## config.mk

```make
export PLATFORM = sky130hd
export DESIGN_NAME = rxe_pktctl
export DESIGN_NICKNAME = d
export VERILOG_FILES = /design/src/rtl/rxe_pktctl_pkg.sv /design/src/rtl/rxe_pktctl_satcount16.sv /design/src/rtl/rxe_pktctl.sv
export SDC_FILE = /design/constraint.sdc
export NUM_CORES = 1
export LEC_CHECK = 0
export BUFFER_PORTS_ARGS = -buffer_cell sky130_fd_sc_hd__buf_2
export CAP_MARGIN = 20
export CORE_AREA = 10 10 106 108
export DETAILED_ROUTE_END_ITERATION = 8
export DIE_AREA = 0 0 116 118
export PLACE_DENSITY = 0.8
export SLEW_MARGIN = 15
export SYNTH_ARGS = -nofsm -noshare
export SYNTH_HDL_FRONTEND = slang
export SYNTH_HIERARCHICAL = 1
export SYNTH_SLANG_ARGS = --single-unit
```

## constraint.sdc

```tcl
create_clock -name i_clk -period 2.6 [get_ports i_clk]
set_input_delay 0.13 -clock i_clk [delete_from_list [all_inputs] [get_ports i_clk]]
set_output_delay 0.13 -clock i_clk [all_outputs]
set_load 0.05 [all_outputs]
```

## src/rtl/rxe_pktctl_pkg.sv

```systemverilog
// Shared enet receive definitions: controller state encoding and statistics counter width.
package rxe_pktctl_pkg;

  typedef enum logic [1:0] {
    ST_IDLE  = 2'd0,
    ST_RECV  = 2'd1,
    ST_CHECK = 2'd2,
    ST_FULL  = 2'd3
  } pkt_state_t;

  localparam int CNT_W = 16;
  typedef logic [CNT_W-1:0] cnt_t;
  localparam cnt_t CNT_MAX  = {CNT_W{1'b1}};
  localparam cnt_t CNT_ZERO = {CNT_W{1'b0}};

endpackage

```

## src/rtl/rxe_pktctl_satcount16.sv

```systemverilog
// Saturating statistics counter; clear beats load, load beats increment, holds at all-ones.
module satcount16
  import rxe_pktctl_pkg::*;
(
  input  logic clk,
  input  logic rst,
  input  logic clr,
  input  logic ld,
  input  cnt_t ld_val,
  input  logic inc,
  output cnt_t cnt
);

  cnt_t cnt_q;
  cnt_t cnt_d;

  always_comb begin
    cnt_d = cnt_q;
    if (clr) begin
      cnt_d = CNT_ZERO;
    end else if (ld) begin
      cnt_d = ld_val;
    end else if (inc && (cnt_q != CNT_MAX)) begin
      cnt_d = cnt_q + cnt_t'(1);
    end
  end

  always_ff @(posedge clk or posedge rst) begin
    if (rst) begin
      cnt_q <= CNT_ZERO;
    end else begin
      cnt_q <= cnt_d;
    end
  end

  assign cnt = cnt_q;

endmodule

```

## src/rtl/rxe_pktctl.sv

```systemverilog
// Ethernet receive packet controller: writes one frame into a single-packet buffer, holds it
// for the CPU, and counts dropped and missed frames. Buffer writes lag the byte by one clock.
module rxe_pktctl
  import rxe_pktctl_pkg::*;
#(
  parameter int AW       = 11,
  parameter int MAXBYTES = 1518
) (
  input  logic          i_clk,
  input  logic          i_reset,
  input  logic          i_ce,
  input  logic          i_en,
  input  logic          i_v,
  input  logic [7:0]    i_byte,
  input  logic          i_err,
  input  logic          i_clear,
  input  logic          i_cnt_clr,
  output logic          o_wr,
  output logic [AW-1:0] o_waddr,
  output logic [7:0]    o_wdata,
  output logic          o_pkt_ready,
  output logic [AW:0]   o_len,
  output logic          o_busy,
  output cnt_t          o_drop_cnt,
  output cnt_t          o_miss_cnt
);

  pkt_state_t    state_q, state_d;
  logic          last_v_q, last_v_d;
  logic [AW:0]   len_q, len_d;
  logic          err_q, err_d;
  logic          ovf_q, ovf_d;
  logic          wr_q, wr_d;
  logic [AW-1:0] waddr_q, waddr_d;
  logic [7:0]    wdata_q, wdata_d;
  logic          rdy_q, rdy_d;
  logic [AW:0]   olen_q, olen_d;
  logic          drop_inc;
  logic          miss_inc;
  logic          start;

  assign start = i_ce && i_v && !last_v_q;

  always_comb begin
    state_d  = state_q;
    last_v_d = i_ce ? i_v : last_v_q;
    len_d    = len_q;
    err_d    = err_q;
    ovf_d    = ovf_q;
    wr_d     = 1'b0;
    waddr_d  = waddr_q;
    wdata_d  = wdata_q;
    rdy_d    = rdy_q;
    olen_d   = olen_q;
    drop_inc = 1'b0;
    miss_inc = 1'b0;

    case (state_q)
      ST_IDLE: begin
        if (start) begin
          if (i_en) begin
            state_d = ST_RECV;
            wr_d    = 1'b1;
            waddr_d = '0;
            wdata_d = i_byte;
            len_d   = (AW+1)'(1);
            err_d   = 1'b0;
            ovf_d   = 1'b0;
          end else begin
            miss_inc = 1'b1;
          end
        end
      end
      ST_RECV: begin
        if (!i_en) begin
          state_d = ST_IDLE;
        end else if (i_ce) begin
          if (i_err) err_d = 1'b1;
          if (i_v) begin
            // len_q[AW] set means the buffer already holds 2^AW bytes
            if (!len_q[AW]) begin
              wr_d    = 1'b1;
              waddr_d = len_q[AW-1:0];
              wdata_d = i_byte;
              len_d   = len_q + (AW+1)'(1);
            end else begin
              ovf_d = 1'b1;
            end
          end else begin
            state_d = ST_CHECK;
          end
        end
      end
      ST_CHECK: begin
        if (!i_en) begin
          state_d = ST_IDLE;
        end else if (i_ce) begin
          if (err_q || i_err || ovf_q || (32'(len_q) > MAXBYTES)) begin
            drop_inc = 1'b1;
            state_d  = ST_IDLE;
          end else begin
            state_d = ST_FULL;
            olen_d  = len_q;
            rdy_d   = 1'b1;
          end
        end
      end
      ST_FULL: begin
        if (start) miss_inc = 1'b1;
        if (i_clear) begin
          state_d = ST_IDLE;
          rdy_d   = 1'b0;
        end
      end
      default: state_d = ST_IDLE;
    endcase
  end

  always_ff @(posedge i_clk or posedge i_reset) begin
    if (i_reset) begin
      state_q  <= ST_IDLE;
      last_v_q <= 1'b0;
      len_q    <= '0;
      err_q    <= 1'b0;
      ovf_q    <= 1'b0;
      wr_q     <= 1'b0;
      waddr_q  <= '0;
      wdata_q  <= '0;
      rdy_q    <= 1'b0;
      olen_q   <= '0;
    end else begin
      state_q  <= state_d;
      last_v_q <= last_v_d;
      len_q    <= len_d;
      err_q    <= err_d;
      ovf_q    <= ovf_d;
      wr_q     <= wr_d;
      waddr_q  <= waddr_d;
      wdata_q  <= wdata_d;
      rdy_q    <= rdy_d;
      olen_q   <= olen_d;
    end
  end

  satcount16 u_drop_cnt (
    .clk    (i_clk),
    .rst    (i_reset),
    .clr    (i_cnt_clr),
    .ld     (1'b0),
    .ld_val (CNT_ZERO),
    .inc    (drop_inc),
    .cnt    (o_drop_cnt)
  );

  satcount16 u_miss_cnt (
    .clk    (i_clk),
    .rst    (i_reset),
    .clr    (i_cnt_clr),
    .ld     (1'b0),
    .ld_val (CNT_ZERO),
    .inc    (miss_inc),
    .cnt    (o_miss_cnt)
  );

  assign o_wr        = wr_q;
  assign o_waddr     = waddr_q;
  assign o_wdata     = wdata_q;
  assign o_pkt_ready = rdy_q;
  assign o_len       = olen_q;
  assign o_busy      = (state_q != ST_IDLE);

endmodule

```

==> results.toml <==
[clocking]
htreeDepth = 3
numCtsBuffers = 9
cts.sinks = 82
clk_path_buf_depth = 2
tritoncts = "yes"
cts-root-buf = "clkbuf_8"
clk_latency_ps = 370
clk_pin_slew_ps = 110

[floorplan]
die_x_um = 116
core_mm2 = 0.00911
io_pins = 82
start_util = 0.498
die_height_um = 118
die_area_mm2 = 0.0137
placementRows = 35

[global_routing]
grt_pass1_wl_um = 20300
overflow = 0
grt.met3_usage = 0.0408
antenna_found_initial = 0
busiest_layer = "met2"
first_global_vias = 4150
grt_max_degree = 51
grt_util_met1 = 0.233
grt_usage = 0.178
use_met2 = 0.274

[pwr]
p_per_area_mw_per_mm2 = 746
power_mw = 4.22
ir_worst_vdd_v = 0.000696
seqPwrFrac = 0.384
p_int_mw = 2.32
power.switching_mw = 1.89
clkPwrFrac = 0.227
combinationalPowerShare = 0.389
p_leak_nw = 2.65
swShare = 0.449

[timing]
relSlewSlack = 0.535
fin_crit_sh = 0.959
finalMaxSlewViolations = 0
finalSetupTns_ps = 0
finalClockSkew_ps = 16.9
setup_viol = 0
tightest_slew_ps = 692
post-route-min-period_ps = 2490
hold_viol = 0
fmaxAchievable_ghz = 0.401

[synth]
yosys_register_bits = 82
yosysWarningCount = 6
synth_top_flop_cell = "dfrtp_1"
avgSynthCellArea_um2 = 9.30
asyncSetResetFlopFracSynth = 1.00
synth_edf_count = 0
netlist_instances = 488
synth_seq_area_share = 0.452
ys_types = 60
synth_area_mm2 = 0.00454

[layout]
fin_nets = 650
layout_commonest_cell = "dfrtp_1"
syn2layout_area_growth_pct = 24.6
n_antenna_cell = 0
layout_common_cells = "dfrtp_1 (82), buf_2 (81), nand2_1 (52)"
layout-drive-gt1-share = 0.250
n_fill_cell = 762
final_core_util = 0.621

[worst_setup_path]
r2r-end = "u_miss_cnt/cnt[12]"
worstPathArrival_ps = 2770
reg2reg_slack_ps = 110
path_max_fanout = 9
rr_startpoint = "state_q[1]"
critPathKind = "reg2reg"
cp-end-kind = "flip-flop"
cp-start-kind = "flip-flop"
crit_required_ps = 2880
worstRegToRegCells = 8

[drt]
drt_iter0_markers = 431
ant_nets = 0
post_drt_wl_per_cell_um = 16.6
dr.pass1.iters = 5
via_count = 4315
drt-total-wl_um = 12300
post-route-drc-count = 0
via_per_inst = 5.82

[worst_hold_path]
hold_class = "in2reg"
hold-path-cell-count = 2
min_to = "last_v_q"
worstHoldStart = "i_ce"

[run_status]
status = "complete, no violations"

[place]
gp_congestion = 0.896
place.detailed.hpwl_um = 8560
port_buffers = 81

[run]
drv_cap = 0
area by class of cell:
cell class                      count  area (um^2)  area share
Sequential cell                    82         2050       0.363
Timing Repair Buffer              117          713       0.126
Tap cell                          111          139      0.0246
Clock buffer                        9          124      0.0219
Multi-Input combinational cell    381         2410       0.427
Inverter                           35          131      0.0232
Clock inverter                      7         81.3      0.0144
power groups by stage:
stage	logic [mW]	registers [mW]	clock network [mW]
floorplan	0.716	2.10	0
global placement	1.54	1.63	0
detailed placement	1.58	1.63	0
CTS	1.59	1.61	0.977
global route	1.77	1.64	1.03
finish	1.64	1.62	0.957
synth_stat cells (3+ instances only):
cell type	n	area, um^2
a211oi_1	3	22.5
a21o_1	3	22.5
a21oi_1	18	90.1
mux2_2	10	113
a221oi_1	3	26.3
inv_1	35	131
ha_1	8	100
nand4_1	18	113
buf_2	8	40.0
or4_1	3	22.5
o311ai_0	3	26.3
dfrtp_1	82	2050
o21ai_0	24	120
nor4_1	8	50.1
nand2_1	52	195
and3_1	11	68.8
clkbuf_1	16	60.1
nand3_1	16	80.1
and4_1	5	43.8
buf_6	3	33.8
or3_1	16	100
nor2_1	38	143
a31oi_1	10	62.6
a22o_1	10	87.6
nor3_1	7	35.0
a311oi_1	18	158
a2111oi_0	7	61.3
o31a_1	6	52.6
o31ai_1	7	52.6
cell families after synthesis:
kind of cell,count (synthesis),synth area share
AOI/OAI and AO/OA,126,0.201
xor gates and xnor gates,3,0.00579
adders and majority gates,8,0.0221
buffers and inverters,64,0.0612
DFF,82,0.452
muxes,12,0.0295
other,1,0.000826
and+or+nand+nor,192,0.227
layer usage:
layer  up-vias  wire length (um)
met5         -                 0
met4         0               234
met3        23               754
met2       144              5960
met1      2091              5350
li1       2057                 -
worst max-delay path by stage:
stage | start | end | slack (ps) | cells after the start
after floorplan | len_q[9] | u_drop_cnt/cnt[11] | 20 | 11
after global placement | state_q[0] | u_miss_cnt/cnt[9] | 150 | 8
after detailed placement | state_q[0] | u_miss_cnt/cnt[9] | 70 | 8
after CTS | state_q[0] | u_miss_cnt/cnt[15] | 50 | 8
after global routing | state_q[1] | u_miss_cnt/cnt[12] | -9 | 8
final | state_q[1] | u_miss_cnt/cnt[12] | 110 | 8
critical path, cell delays in order (launching register included):
cell,delay (ps)
dfrtp_1,440
inv_1,100
ha_1,290
nor4_2,250
buf_4,200
nand4_1,140
or3_1,400
or3_1,330
a311oi_1,270
state kept, by name, summed over array words and instances, names as in the netlist:
signal,flops
u_drop_cnt/cnt,16
last_v_q,1
err_q,1
o_waddr,11
o_wdata,8
state_q,2
ovf_q,1
len_q,12
o_wr,1
u_miss_cnt/cnt,16
o_pkt_ready,1
o_len,12
what timing repair did:
item | 4_1_cts | 5_1_grt
hold buffers | 10 | 0
endpoints found under the setup margin | 0 | 11
gates resized for setup | 0 | 13
endpoints found under the hold margin | 41 | 0
buffers inserted | 0 | 2
per-stage QoR:
stage	instance area (um^2)	hold slack, ps	worst slack, ps	instances
after CTS	5570	48.1	53.7	739
after global routing	5660	81.8	-8.91	742
after detailed placement	5260	281	72.6	713
after global placement	5260	284	147	713
final	5660	61.0	106	742
after floorplan	4690	43.7	20.5	527
Power figures use the tool's default switching activity.
